<file path="src/rtl/axi_burst_slave_mem_if.sv">
// Burst bus between the INF initiator and the memory responder:
// AR/R read channel, AW/W write channel and the completion strobe.
interface axi_burst_slave_mem_if #(
    parameter int unsigned ADDR_W = 4,
    parameter int unsigned DATA_W = 8
);
    logic [ADDR_W-1:0] ar_addr;
    logic              ar_valid;
    logic              ar_ready;
    logic [DATA_W-1:0] r_data;
    logic              r_valid;
    logic              r_ready;
    logic [ADDR_W-1:0] aw_addr;
    logic              aw_valid;
    logic              aw_ready;
    logic [DATA_W-1:0] w_data;
    logic              w_valid;
    logic              w_ready;
    logic              txn_done;
    logic              txn_wr;

    modport master (
        output ar_addr, ar_valid, r_ready, aw_addr, aw_valid, w_data, w_valid,
        input  ar_ready, r_data, r_valid, aw_ready, w_ready, txn_done, txn_wr
    );

    modport slave (
        input  ar_addr, ar_valid, r_ready, aw_addr, aw_valid, w_data, w_valid,
        output ar_ready, r_data, r_valid, aw_ready, w_ready, txn_done, txn_wr
    );
endinterface

</file>
<file path="src/rtl/axi_burst_slave_mem.sv">
// Burst responder holding a 2**ADDR_W x DATA_W register-file memory; serves one
// fixed-length read or write burst at a time with programmable ready delay and read-beat gaps.
module axi_burst_slave_mem #(
    parameter int unsigned ADDR_W    = 4,
    parameter int unsigned DATA_W    = 8,
    parameter int unsigned BURST_LEN = 4,
    parameter int unsigned READY_DLY = 1,
    parameter int unsigned R_GAP     = 0
) (
    input  logic                  clk,
    input  logic                  rst_n,
    axi_burst_slave_mem_if.slave  bus
);
    localparam int unsigned DEPTH    = 2**ADDR_W;
    localparam int unsigned BEAT_W   = (BURST_LEN > 1) ? $clog2(BURST_LEN) : 1;
    localparam int unsigned CNT_MAX  = (READY_DLY > R_GAP) ? READY_DLY : R_GAP;
    localparam int unsigned CNT_W    = $clog2(CNT_MAX + 1) + 1;
    // The IDLE cycle that first sees valid counts as one sample, so *_WAIT
    // only runs when more than one sample is required.
    localparam int unsigned DLY_LAST = (READY_DLY > 1) ? READY_DLY - 1 : 0;
    localparam int unsigned GAP_LAST = (R_GAP > 0) ? R_GAP - 1 : 0;
    localparam logic [BEAT_W-1:0] BEAT_LAST = BEAT_W'(BURST_LEN - 1);

    localparam logic [3:0] S_IDLE    = 4'd0;
    localparam logic [3:0] S_AR_WAIT = 4'd1;
    localparam logic [3:0] S_AR_ACK  = 4'd2;
    localparam logic [3:0] S_R_BEAT  = 4'd3;
    localparam logic [3:0] S_R_GAP   = 4'd4;
    localparam logic [3:0] S_AW_WAIT = 4'd5;
    localparam logic [3:0] S_AW_ACK  = 4'd6;
    localparam logic [3:0] S_W_BEAT  = 4'd7;
    localparam logic [3:0] S_DONE    = 4'd8;

    logic [3:0]        state_q,    state_d;
    logic [CNT_W-1:0]  cnt_q,      cnt_d;
    logic [BEAT_W-1:0] beat_q,     beat_d;
    logic [ADDR_W-1:0] base_q,     base_d;
    logic              ar_ready_q, ar_ready_d;
    logic              aw_ready_q, aw_ready_d;
    logic              r_valid_q,  r_valid_d;
    logic              w_ready_q,  w_ready_d;
    logic              txn_done_q, txn_done_d;
    logic              txn_wr_q,   txn_wr_d;
    logic [DATA_W-1:0] mem_q [DEPTH];

    logic [ADDR_W-1:0] addr;
    logic              mem_we;

    assign addr   = base_q + ADDR_W'(beat_q);
    assign mem_we = (state_q == S_W_BEAT) && w_ready_q && bus.w_valid;

    always_comb begin
        state_d    = state_q;
        cnt_d      = cnt_q;
        beat_d     = beat_q;
        base_d     = base_q;
        ar_ready_d = 1'b0;
        aw_ready_d = 1'b0;
        r_valid_d  = 1'b0;
        w_ready_d  = 1'b0;
        txn_done_d = 1'b0;
        txn_wr_d   = 1'b0;
        case (state_q)
            S_IDLE: begin
                cnt_d  = '0;
                beat_d = '0;
                if (bus.ar_valid) begin
                    if (READY_DLY > 1) begin
                        state_d = S_AR_WAIT;
                        cnt_d   = CNT_W'(1);
                    end else begin
                        state_d    = S_AR_ACK;
                        ar_ready_d = 1'b1;
                    end
                end else if (bus.aw_valid) begin
                    if (READY_DLY > 1) begin
                        state_d = S_AW_WAIT;
                        cnt_d   = CNT_W'(1);
                    end else begin
                        state_d    = S_AW_ACK;
                        aw_ready_d = 1'b1;
                    end
                end
            end
            S_AR_WAIT: begin
                if (!bus.ar_valid) begin
                    state_d = S_IDLE;
                    cnt_d   = '0;
                end else if (cnt_q == CNT_W'(DLY_LAST)) begin
                    state_d    = S_AR_ACK;
                    ar_ready_d = 1'b1;
                    cnt_d      = '0;
                end else begin
                    cnt_d = cnt_q + CNT_W'(1);
                end
            end
            S_AR_ACK: begin
                if (bus.ar_valid) begin
                    state_d   = S_R_BEAT;
                    base_d    = bus.ar_addr;
                    beat_d    = '0;
                    r_valid_d = 1'b1;
                end else begin
                    state_d = S_IDLE;
                end
            end
            S_R_BEAT: begin
                r_valid_d = 1'b1;
                if (bus.r_ready) begin
                    beat_d = beat_q + BEAT_W'(1);
                    if (beat_q == BEAT_LAST) begin
                        state_d    = S_DONE;
                        r_valid_d  = 1'b0;
                        beat_d     = '0;
                        txn_done_d = 1'b1;
                        txn_wr_d   = 1'b0;
                    end else if (R_GAP > 0) begin
                        state_d   = S_R_GAP;
                        r_valid_d = 1'b0;
                        cnt_d     = '0;
                    end
                end
            end
            S_R_GAP: begin
                if (cnt_q == CNT_W'(GAP_LAST)) begin
                    state_d   = S_R_BEAT;
                    r_valid_d = 1'b1;
                    cnt_d     = '0;
                end else begin
                    cnt_d = cnt_q + CNT_W'(1);
                end
            end
            S_AW_WAIT: begin
                if (!bus.aw_valid) begin
                    state_d = S_IDLE;
                    cnt_d   = '0;
                end else if (cnt_q == CNT_W'(DLY_LAST)) begin
                    state_d    = S_AW_ACK;
                    aw_ready_d = 1'b1;
                    cnt_d      = '0;
                end else begin
                    cnt_d = cnt_q + CNT_W'(1);
                end
            end
            S_AW_ACK: begin
                if (bus.aw_valid) begin
                    state_d   = S_W_BEAT;
                    base_d    = bus.aw_addr;
                    beat_d    = '0;
                    w_ready_d = 1'b1;
                end else begin
                    state_d = S_IDLE;
                end
            end
            S_W_BEAT: begin
                w_ready_d = 1'b1;
                if (bus.w_valid) begin
                    beat_d = beat_q + BEAT_W'(1);
                    if (beat_q == BEAT_LAST) begin
                        state_d    = S_DONE;
                        w_ready_d  = 1'b0;
                        beat_d     = '0;
                        txn_done_d = 1'b1;
                        txn_wr_d   = 1'b1;
                    end
                end
            end
            S_DONE: begin
                state_d = S_IDLE;
            end
            default: begin
                state_d = S_IDLE;
            end
        endcase
    end

    always_ff @(posedge clk or negedge rst_n) begin
        if (!rst_n) begin
            state_q    <= S_IDLE;
            cnt_q      <= '0;
            beat_q     <= '0;
            base_q     <= '0;
            ar_ready_q <= 1'b0;
            aw_ready_q <= 1'b0;
            r_valid_q  <= 1'b0;
            w_ready_q  <= 1'b0;
            txn_done_q <= 1'b0;
            txn_wr_q   <= 1'b0;
        end else begin
            state_q    <= state_d;
            cnt_q      <= cnt_d;
            beat_q     <= beat_d;
            base_q     <= base_d;
            ar_ready_q <= ar_ready_d;
            aw_ready_q <= aw_ready_d;
            r_valid_q  <= r_valid_d;
            w_ready_q  <= w_ready_d;
            txn_done_q <= txn_done_d;
            txn_wr_q   <= txn_wr_d;
        end
    end

    always_ff @(posedge clk or negedge rst_n) begin
        if (!rst_n) begin
            for (int unsigned i = 0; i < DEPTH; i++) begin
                mem_q[i] <= '0;
            end
        end else if (mem_we) begin
            mem_q[addr] <= bus.w_data;
        end
    end

    assign bus.ar_ready = ar_ready_q;
    assign bus.aw_ready = aw_ready_q;
    assign bus.r_valid  = r_valid_q;
    assign bus.w_ready  = w_ready_q;
    assign bus.txn_done = txn_done_q;
    assign bus.txn_wr   = txn_wr_q;
    assign bus.r_data   = r_valid_q ? mem_q[addr] : '0;
endmodule
</file>
<file path="src/flat_wrapper.sv">
// flat-port wrapper written by rule: the top's interface ports become plain ports
module axi_burst_slave_mem_flat 
#(
    parameter int unsigned ADDR_W    = 4,
    parameter int unsigned DATA_W    = 8,
    parameter int unsigned BURST_LEN = 4,
    parameter int unsigned READY_DLY = 1,
    parameter int unsigned R_GAP     = 0
)
  (clk, rst_n, bus_ar_addr, bus_ar_valid, bus_r_ready, bus_aw_addr, bus_aw_valid, bus_w_data, bus_w_valid, bus_ar_ready, bus_r_data, bus_r_valid, bus_aw_ready, bus_w_ready, bus_txn_done, bus_txn_wr);
  axi_burst_slave_mem_if #(.ADDR_W(ADDR_W), .DATA_W(DATA_W)) bus_i ();
  input  logic clk;
  input  logic rst_n;
  input wire logic [$bits(bus_i.ar_addr)-1:0] bus_ar_addr;
  input wire logic [$bits(bus_i.ar_valid)-1:0] bus_ar_valid;
  input wire logic [$bits(bus_i.r_ready)-1:0] bus_r_ready;
  input wire logic [$bits(bus_i.aw_addr)-1:0] bus_aw_addr;
  input wire logic [$bits(bus_i.aw_valid)-1:0] bus_aw_valid;
  input wire logic [$bits(bus_i.w_data)-1:0] bus_w_data;
  input wire logic [$bits(bus_i.w_valid)-1:0] bus_w_valid;
  output wire logic [$bits(bus_i.ar_ready)-1:0] bus_ar_ready;
  output wire logic [$bits(bus_i.r_data)-1:0] bus_r_data;
  output wire logic [$bits(bus_i.r_valid)-1:0] bus_r_valid;
  output wire logic [$bits(bus_i.aw_ready)-1:0] bus_aw_ready;
  output wire logic [$bits(bus_i.w_ready)-1:0] bus_w_ready;
  output wire logic [$bits(bus_i.txn_done)-1:0] bus_txn_done;
  output wire logic [$bits(bus_i.txn_wr)-1:0] bus_txn_wr;
  assign bus_i.ar_addr = bus_ar_addr;
  assign bus_i.ar_valid = bus_ar_valid;
  assign bus_i.r_ready = bus_r_ready;
  assign bus_i.aw_addr = bus_aw_addr;
  assign bus_i.aw_valid = bus_aw_valid;
  assign bus_i.w_data = bus_w_data;
  assign bus_i.w_valid = bus_w_valid;
  assign bus_ar_ready = bus_i.ar_ready;
  assign bus_r_data = bus_i.r_data;
  assign bus_r_valid = bus_i.r_valid;
  assign bus_aw_ready = bus_i.aw_ready;
  assign bus_w_ready = bus_i.w_ready;
  assign bus_txn_done = bus_i.txn_done;
  assign bus_txn_wr = bus_i.txn_wr;
  axi_burst_slave_mem #(.ADDR_W(ADDR_W), .DATA_W(DATA_W), .BURST_LEN(BURST_LEN), .READY_DLY(READY_DLY), .R_GAP(R_GAP)) u_core (.clk(clk), .rst_n(rst_n), .bus(bus_i));
endmodule
</file>
<file path="config.mk">
export PLATFORM = sky130hd
export DESIGN_NAME = axi_burst_slave_mem_flat
export DESIGN_NICKNAME = d
export VERILOG_FILES = /design/src/rtl/axi_burst_slave_mem_if.sv /design/src/rtl/axi_burst_slave_mem.sv /design/src/flat_wrapper.sv
export SDC_FILE = /design/constraint.sdc
export NUM_CORES = 1
export LEC_CHECK = 0
export BUFFER_PORTS_ARGS = -buffer_cell sky130_fd_sc_hd__clkbuf_2
export CAP_MARGIN = 15
export CORE_UTILIZATION = 40
export CTS_CLUSTER_DIAMETER = 40
export CTS_CLUSTER_SIZE = 12
export DETAILED_ROUTE_END_ITERATION = 8
export PLACE_DENSITY = 0.67
export SLEW_MARGIN = 30
export SYNTH_ARGS = -nofsm -noshare
export SYNTH_HDL_FRONTEND = slang
export SYNTH_SLANG_ARGS = --single-unit
</file>
<file path="constraint.sdc">
create_clock -name clk -period 3.75 [get_ports clk]
set_clock_uncertainty 0.15 [all_clocks]
set_input_delay 0.75 -clock clk [delete_from_list [all_inputs] [get_ports clk]]
set_output_delay 0.75 -clock clk [all_outputs]
set_load 0.01 [all_outputs]
</file>
==> results.tsv, run 1 <==
stage	metric	value	unit
run	Max Cap Viol	0	
worst_setup_path	CP Launch Type	flop	
worst_setup_path	worst-path maximum fanout	18	
place	GPL Wtd Cong	0.752	
synthesis	most numerous cell in the Yosys netlist	dfrtp_1	
timing	fin crit period	3650	ps
detailed_routing	Routed Wire Length	14800	µm
synthesis	top cells by instance count after synthesis	dfrtp_1, mux2_2, mux4_2, mux2i_1, clkbuf_1	
worst_setup_path	worst reg-to-reg path cell count	6	
detailed_routing	DRC	0	
detailed_routing	drt first-iter violations	276	
worst_setup_path	Crit. End Element	output port	
worst_setup_path	crit-path cells	ha_4 -> fa_2 -> buf_12 -> mux4_2 -> mux2i_1 -> o22ai_1 -> clkbuf_2	
timing	Worst-Margin Slew	876	ps
timing	setup TNS	0	ps
cts	clock tree sinks	146	
global_route	grt met3 use	3.18	%
synthesis	EDFF count, synth	0	
cts	root buffer selected by CTS	clkbuf_16	
floorplanning	DIE HEIGHT	136	µm
cts	CTS buffer count	17	
outcome	status	complete, no violations	
layout	share of cells above drive strength 1	50.2	%
cts	CTS tree	yes	
global_route	pin count of the biggest net entering global routing	93	
timing	Setup-failing EPs final	0	
timing	final worst path period share	97.4	%
layout	ant diodes	0	
worst_setup_path	CP max stage cell	fa_2	
synthesis	dominant cells by area after synthesis	dfrtp_1, mux2_2, mux4_2	
hold_path	HP Class	in -> async	
layout	Syn-to-layout area delta	15.2	%
timing	Fmax	0.274	GHz
worst_setup_path	Setup CP Type	reg -> out	
floorplanning	die area	18400	µm²
place	dpl hpwl	9710	µm
detailed_routing	routed length per instance	19.9	µm
synthesis	synth warn	0	
detailed_routing	Post-DRT Antenna Nets	0	
synthesis	syn nets	508	
global_route	GR Util met2	27.8	%
synthesis	ys flop type	dfrtp_1	
floorplanning	Core Area	17400	µm²
power	maximum VDD drop	0.346	mV
detailed_routing	via count	4131	
power	LEAKAGE	3.91	nW
layout	fillers	1449	
floorplanning	Rows	48	
floorplanning	IO Pins	36	
synthesis	Mapped Area	7140	µm²
place	post-place setup slack	144	ps
global_route	gr ovfl total	0	
timing	max_slew headroom	41.6	%
timing	RSZ-0062 raised after global routing	false	
power	cell area power density	620	nW/µm²
worst_setup_path	CP arrival	2750	ps
cts	Clock Path Buffers	2	
worst_setup_path	CP peak stage delay	620	ps
worst_setup_path	WP depth	7	
synthesis	Seq/Total Area, Yosys	51.1	%
cts	clock latency on the worst-skew pair	420	ps
cts	CTS clk-pin slew, worst paths	60	ps
timing	post-route setup slack	99.1	ps
global_route	met1 usage	22.4	%
global_route	GR peak layer	met2	
worst_setup_path	buffers and inverters on the worst path	2	
layout	Nets	535	
synthesis	post-synth top area share	51.1	%
synthesis	Syn Inst Count	480	
power	Pwr Total	5.10	mW
synthesis	Yosys top cell by area	dfrtp_1	
worst_setup_path	critical path's top delay family	adder cells	
synthesis	async set-reset flop share out of synthesis	100	%
global_route	Total GRT Usage	17.3	%
layout	Layout Utilization	47.4	%
synthesis	synthesized area per cell	14.9	µm²
cts	number of hold buffers added after CTS	0	
detailed_routing	vias per inst	5.54	
worst_setup_path	reg2reg setup slack	700	ps
synthesis	#FFs+latches synth	146	
worst_setup_path	Req. time, crit path	2850	ps
place	Port-buffer cells	35	
timing	Min Hold Slack	233	ps
floorplanning	Initial Util	41.2	%
detailed_routing	first drt pass iteration count	4	
timing	Final Hold Vio Count	0	
global_route	first-pass GRT wire length	23900	µm
timing	Slew Limit Fails	0	
synthesis	post-synthesis cell type count	57	
global_route	vias in the first global route	4384	
floorplanning	Chip Width	136	µm
cts	H-tree lvl count	4	
global_route	initial antenna violation count	0	
cell type report:
class,count,area [µm²],area share [%]
tap,225,282,3.42
clock buffer,21,470,5.72
clock inverter,11,175,2.13
sequential,146,3650,44.4
timing repair buffer,42,309,3.76
inverter,4,15.0,0.182
multi-input combinational,296,3320,40.4
cell usage in the layout (no fill, tap or decap), drive strengths merged, types with 3 or more instances in the layout:
| master | count |
|---|---|
| a21boi | 3 |
| a21oi | 4 |
| and3 | 4 |
| buf | 7 |
| bufinv | 4 |
| clkbuf | 56 |
| clkinv | 3 |
| dfrtp | 146 |
| ha | 5 |
| inv | 6 |
| mux2 | 130 |
| mux2i | 21 |
| mux4 | 32 |
| nand2 | 9 |
| nand3b | 4 |
| nor2 | 15 |
| nor2b | 3 |
| nor3 | 4 |
| nor3b | 4 |
| o21ai | 18 |
| o22ai | 8 |
flip-flops by register name (all words and copies together) (netlist names), 2 cells and up:
register        flops
u_core.beat_q       2
u_core.mem_q      128
u_core.state_q      4
u_core.cnt_q        2
u_core.base_q       4
what timing repair did:
item | 4_1_cts | 5_1_grt
pin swaps | 0 | 2
resized for setup | 1 | 3
cloned | 0 | 1
endpoints found under the hold margin | 0 | 0
setup buffers | 0 | 1
endpoints found under the setup margin | 8 | 7
where the power goes:
group	total, mW	switching (mW)	leakage [nW]	internal, mW
clock	1.83	0.662	0.310	1.17
sequential	1.78	0.135	2.03	1.65
combinational	1.48	0.795	1.58	0.687
final timing paths:
kind,endpoint,start
max,bus_r_data[0],u_core.beat_q[0]
min,u_core.mem_q[96],rst_n
max reg2reg,u_core.mem_q[30],u_core.beat_q[0]
min reg2reg,u_core.mem_q[58],u_core.mem_q[58]
max in group asynchronous,u_core.mem_q[87],rst_n
min in group clk,u_core.mem_q[58],u_core.mem_q[58]
kinds of logic (layout without fill, tap and decap cells):
kind of cell / after synthesis / in the layout / share of synthesized area (%)
buffers and inverters: 38 / 78 / 2.75
adders and majority gates: 7 / 7 / 1.30
muxes: 183 / 183 / 33.9
and+or+nand+nor: 56 / 56 / 5.03
xor gates and xnor gates: 3 / 3 / 0.473
AOI/OAI and AO/OA: 47 / 47 / 5.38
DFF: 146 / 146 / 51.1
per-layer routing:
layer	part of all wire [%]	routed length (µm)	vias up
li1	-	-	1844
met1	44	6530	2179
met2	50	7490	80
met3	2.9	433	28
met4	2.6	391	0
met5	0	0	-
through the flow:
stage | instances | cell area (µm²)
finish | 745 | 8230
global route | 745 | 8230
CTS | 743 | 8170
detailed placement | 711 | 7510
global placement | 711 | 7510
floorplan | 480 | 7140
Power figures use the tool's default switching activity.
==> run 2, diff against run 1 <==
--- a/config.mk
+++ b/config.mk
@@ -7,11 +7,12 @@
 export LEC_CHECK = 0
 export BUFFER_PORTS_ARGS = -buffer_cell sky130_fd_sc_hd__clkbuf_2
 export CAP_MARGIN = 15
+export CORE_ASPECT_RATIO = 1.75
 export CORE_UTILIZATION = 40
 export CTS_CLUSTER_DIAMETER = 40
 export CTS_CLUSTER_SIZE = 12
 export DETAILED_ROUTE_END_ITERATION = 8
-export PLACE_DENSITY = 0.67
+export PLACE_DENSITY_LB_ADDON = 0.12
 export SLEW_MARGIN = 30
 export SYNTH_ARGS = -nofsm -noshare
 export SYNTH_HDL_FRONTEND = slang
==> run 2 against run 1 <==
Against the previous run: sequential share of layout area is essentially flat; critical endpoint is now bus_r_data[6]; highest routed layer unchanged; first-iteration DRC count fell by 61%; sequential cell count did not move; largest cell class unchanged; largest power group is now sequential cells; register-to-register slack got worse by 40 ps; wire length up 15%; final cell count up 1.7%; die area grew 0.11%.
==> results.tsv, run 2 (same netlist as run 1, synthesis figures left out) <==
stage	metric	value	unit	change
global_route	met1 usage	23.8	%	+1.4 points
power	internal cell power	3.40	mW	-3.1%
detailed_routing	Routed Wire Length	17000	µm	+15%
timing	max_slew headroom	47.3	%	+5.6 points
cts	root buffer selected by CTS	clkbuf_16		
power	LEAKAGE	3.93	nW	+0.39%
timing	setup TNS	0	ps	unchanged
detailed_routing	drt first-iter violations	107		-61%
floorplanning	die area	18400	µm²	+0.11%
timing	Worst-Margin Slew	791	ps	-84.8 ps
floorplanning	Chip Width	103	µm	-24%
floorplanning	Core Area	17500	µm²	+0.58%
global_route	GR Util met2	36.1	%	+8.3 points
power	sw frac	31.7	%	+0.50 points
global_route	gr ovfl total	0		unchanged
timing	fin crit period	3640	ps	-10.6 ps
layout	Design Area, Final	8230	µm²	about the same
power	maximum VDD drop	0.432	mV	+25%
global_route	first-pass GRT wire length	26800	µm	+12%
detailed_routing	via count	4155		+0.58%
worst_setup_path	CP arrival	2740	ps	about the same
worst_setup_path	Req. time, crit path	2850	ps	about the same
detailed_routing	first drt pass iteration count	4		unchanged
cts	Clock Path Buffers	2		unchanged
power	sw power	1.58	mW	-0.77%
place	dpl hpwl	11100	µm	+14%
timing	Final Hold Vio Count	0		unchanged
cts	clock tree sinks	146		unchanged
worst_setup_path	CP Launch Type	flop		
detailed_routing	vias per inst	5.48		-1.1%
global_route	pin count of the biggest net entering global routing	80		-14%
cts	Setup Fix Bufs, Post-CTS	0		unchanged
global_route	Total GRT Usage	20.8	%	+3.5 points
floorplanning	Rows	64		+33%
layout	Syn-to-layout area delta	15.2	%	about the same
layout	Layout Utilization	47.1	%	-0.26 points
detailed_routing	DRC	0		unchanged
timing	RSZ-0062 raised after global routing	false		
worst_setup_path	Setup CP Type	reg -> out		
place	Port-buffer cells	35		unchanged
cts	CTS buffer count	17		unchanged
timing	Slew Limit Fails	0		unchanged
layout	share of cells above drive strength 1	50.7	%	+0.47 points
place	GPL Wtd Cong	0.742		-1.4%
floorplanning	Initial Util	40.9	%	-0.24 points
worst_setup_path	Crit. End Element	output port		
timing	post-route setup slack	110	ps	+10.6 ps
layout	commonest non-fill, non-tap cell in the layout	dfrtp_1		
layout	commonest non-fill, non-tap cells in the layout	dfrtp_1, mux2_2, clkbuf_2		
outcome	status	complete, no violations		
timing	Setup-failing EPs final	0		unchanged
floorplanning	IO Pins	36		unchanged
cts	H-tree lvl count	4		unchanged
global_route	grt met3 use	4.76	%	+1.6 points
worst_setup_path	worst-path maximum fanout	18		unchanged
power	Gate power share	30.1	%	+1.0 points
global_route	vias in the first global route	4654		+6.2%
global_route	initial antenna violation count	0		unchanged
layout	Largest Register	u_core.mem_q		
worst_setup_path	reg2reg setup slack	660	ps	-40 ps
layout	biggest regs	u_core.mem_q (128), u_core.base_q (4), u_core.state_q (4)		
detailed_routing	routed length per instance	22.4	µm	+13%
run	Max Cap Viol	0		unchanged
global_route	GR peak layer	met2		
timing	Fmax	0.275	GHz	+0.29%
detailed_routing	Post-DRT Antenna Nets	0		unchanged
timing	final worst path period share	97.1	%	-0.28 points
hold_path	HP Class	in -> async		
cts	number of hold buffers added after CTS	0		unchanged
layout	ant diodes	0		unchanged
layout	max FFs per register	128		unchanged
cts	clock latency on the worst-skew pair	420	ps	about the same
place	post-place setup slack	357	ps	+213 ps
cts	CTS clk-pin slew, worst paths	60	ps	about the same
power	clock power share	34.7	%	-1.3 points
power	Flop pwr share	35.3	%	+0.3 points
cts	CTS tree	yes		
layout	fillers	1618		+12%
place	placed cell area	7580	µm²	+0.93%
layout	Nets	542		+1.3%
floorplanning	DIE HEIGHT	179	µm	+32%
power	cell area power density	605	nW/µm²	-2.4%
-- run 2: cell count changes in the layout (fill, tap and decap cells not counted) --
cell / delta
mux2i_2: -1
clkbuf_8: +3
inv_6: -2
buf_4: +8
clkinv_4: -1
clkinv_2: +2
mux2i_1: +1
buf_16: -1
bufinv_16: -2
-- run 2: layout make-up --
type	instances	area (µm²)	area share, %
Clock buffer	24	512	6.22
Tap cell	231	289	3.51
Multi-Input combinational cell	296	3320	40.3
Clock inverter	8	98.8	1.20
Sequential cell	146	3650	44.4
Timing Repair Buffer	49	342	4.15
Inverter	4	15.0	0.182
-- run 2: per-stage QoR --
| step | power, mW | hold slack [ps] | cells |
|---|---|---|---|
| after floorplan | 2.79 | 303 | 480 |
| after global placement | 3.20 | 330 | 725 |
| after detailed placement | 3.22 | 326 | 725 |
| after CTS | 4.99 | 241 | 757 |
| after global routing | 5.24 | 263 | 758 |
| final | 4.98 | 220 | 758 |
-- run 2: power by group through the flow --
stage | registers [mW] | clock network [mW] | logic [mW]
floorplan | 1.72 | 0 | 1.07
global placement | 1.78 | 0 | 1.43
detailed placement | 1.78 | 0 | 1.44
CTS | 1.76 | 1.77 | 1.46
global route | 1.77 | 1.84 | 1.63
finish | 1.76 | 1.73 | 1.50
-- run 2: worst max-delay path, cell delays in order (launching register included) --
cell and delay (ps):
dfrtp_1 430, ha_4 200, fa_2 660, buf_12 200, mux4_2 320, mux2i_2 200
o22ai_1 120, clkbuf_2 180
-- run 2: path summary, 6_finish.rpt --
check | endpoint | from | cells after the start
max | bus_r_data[6] | u_core.beat_q[0] | 7
min | u_core.mem_q[56] | rst_n | 1
max reg2reg | u_core.mem_q[13] | u_core.beat_q[0] | 6
min reg2reg | u_core.mem_q[58] | u_core.mem_q[58] | 1
max in group asynchronous | u_core.mem_q[54] | rst_n | 2
min in group clk | u_core.mem_q[58] | u_core.mem_q[58] | 1
-- run 2: per-layer routing --
layer / part of all wire [%] / vias up
li1: - / 1874
met1: 41 / 2186
met2: 54 / 62
met3: 2.6 / 33
met4: 2.9 / 0
met5: 0 / -
-- run 2: timing repair --
| item | CTS | global route |
|---|---|---|
| gates resized for setup | 1 | 1 |
| setup endpoints to repair | 5 | 1 |
| gates cloned | 0 | 1 |
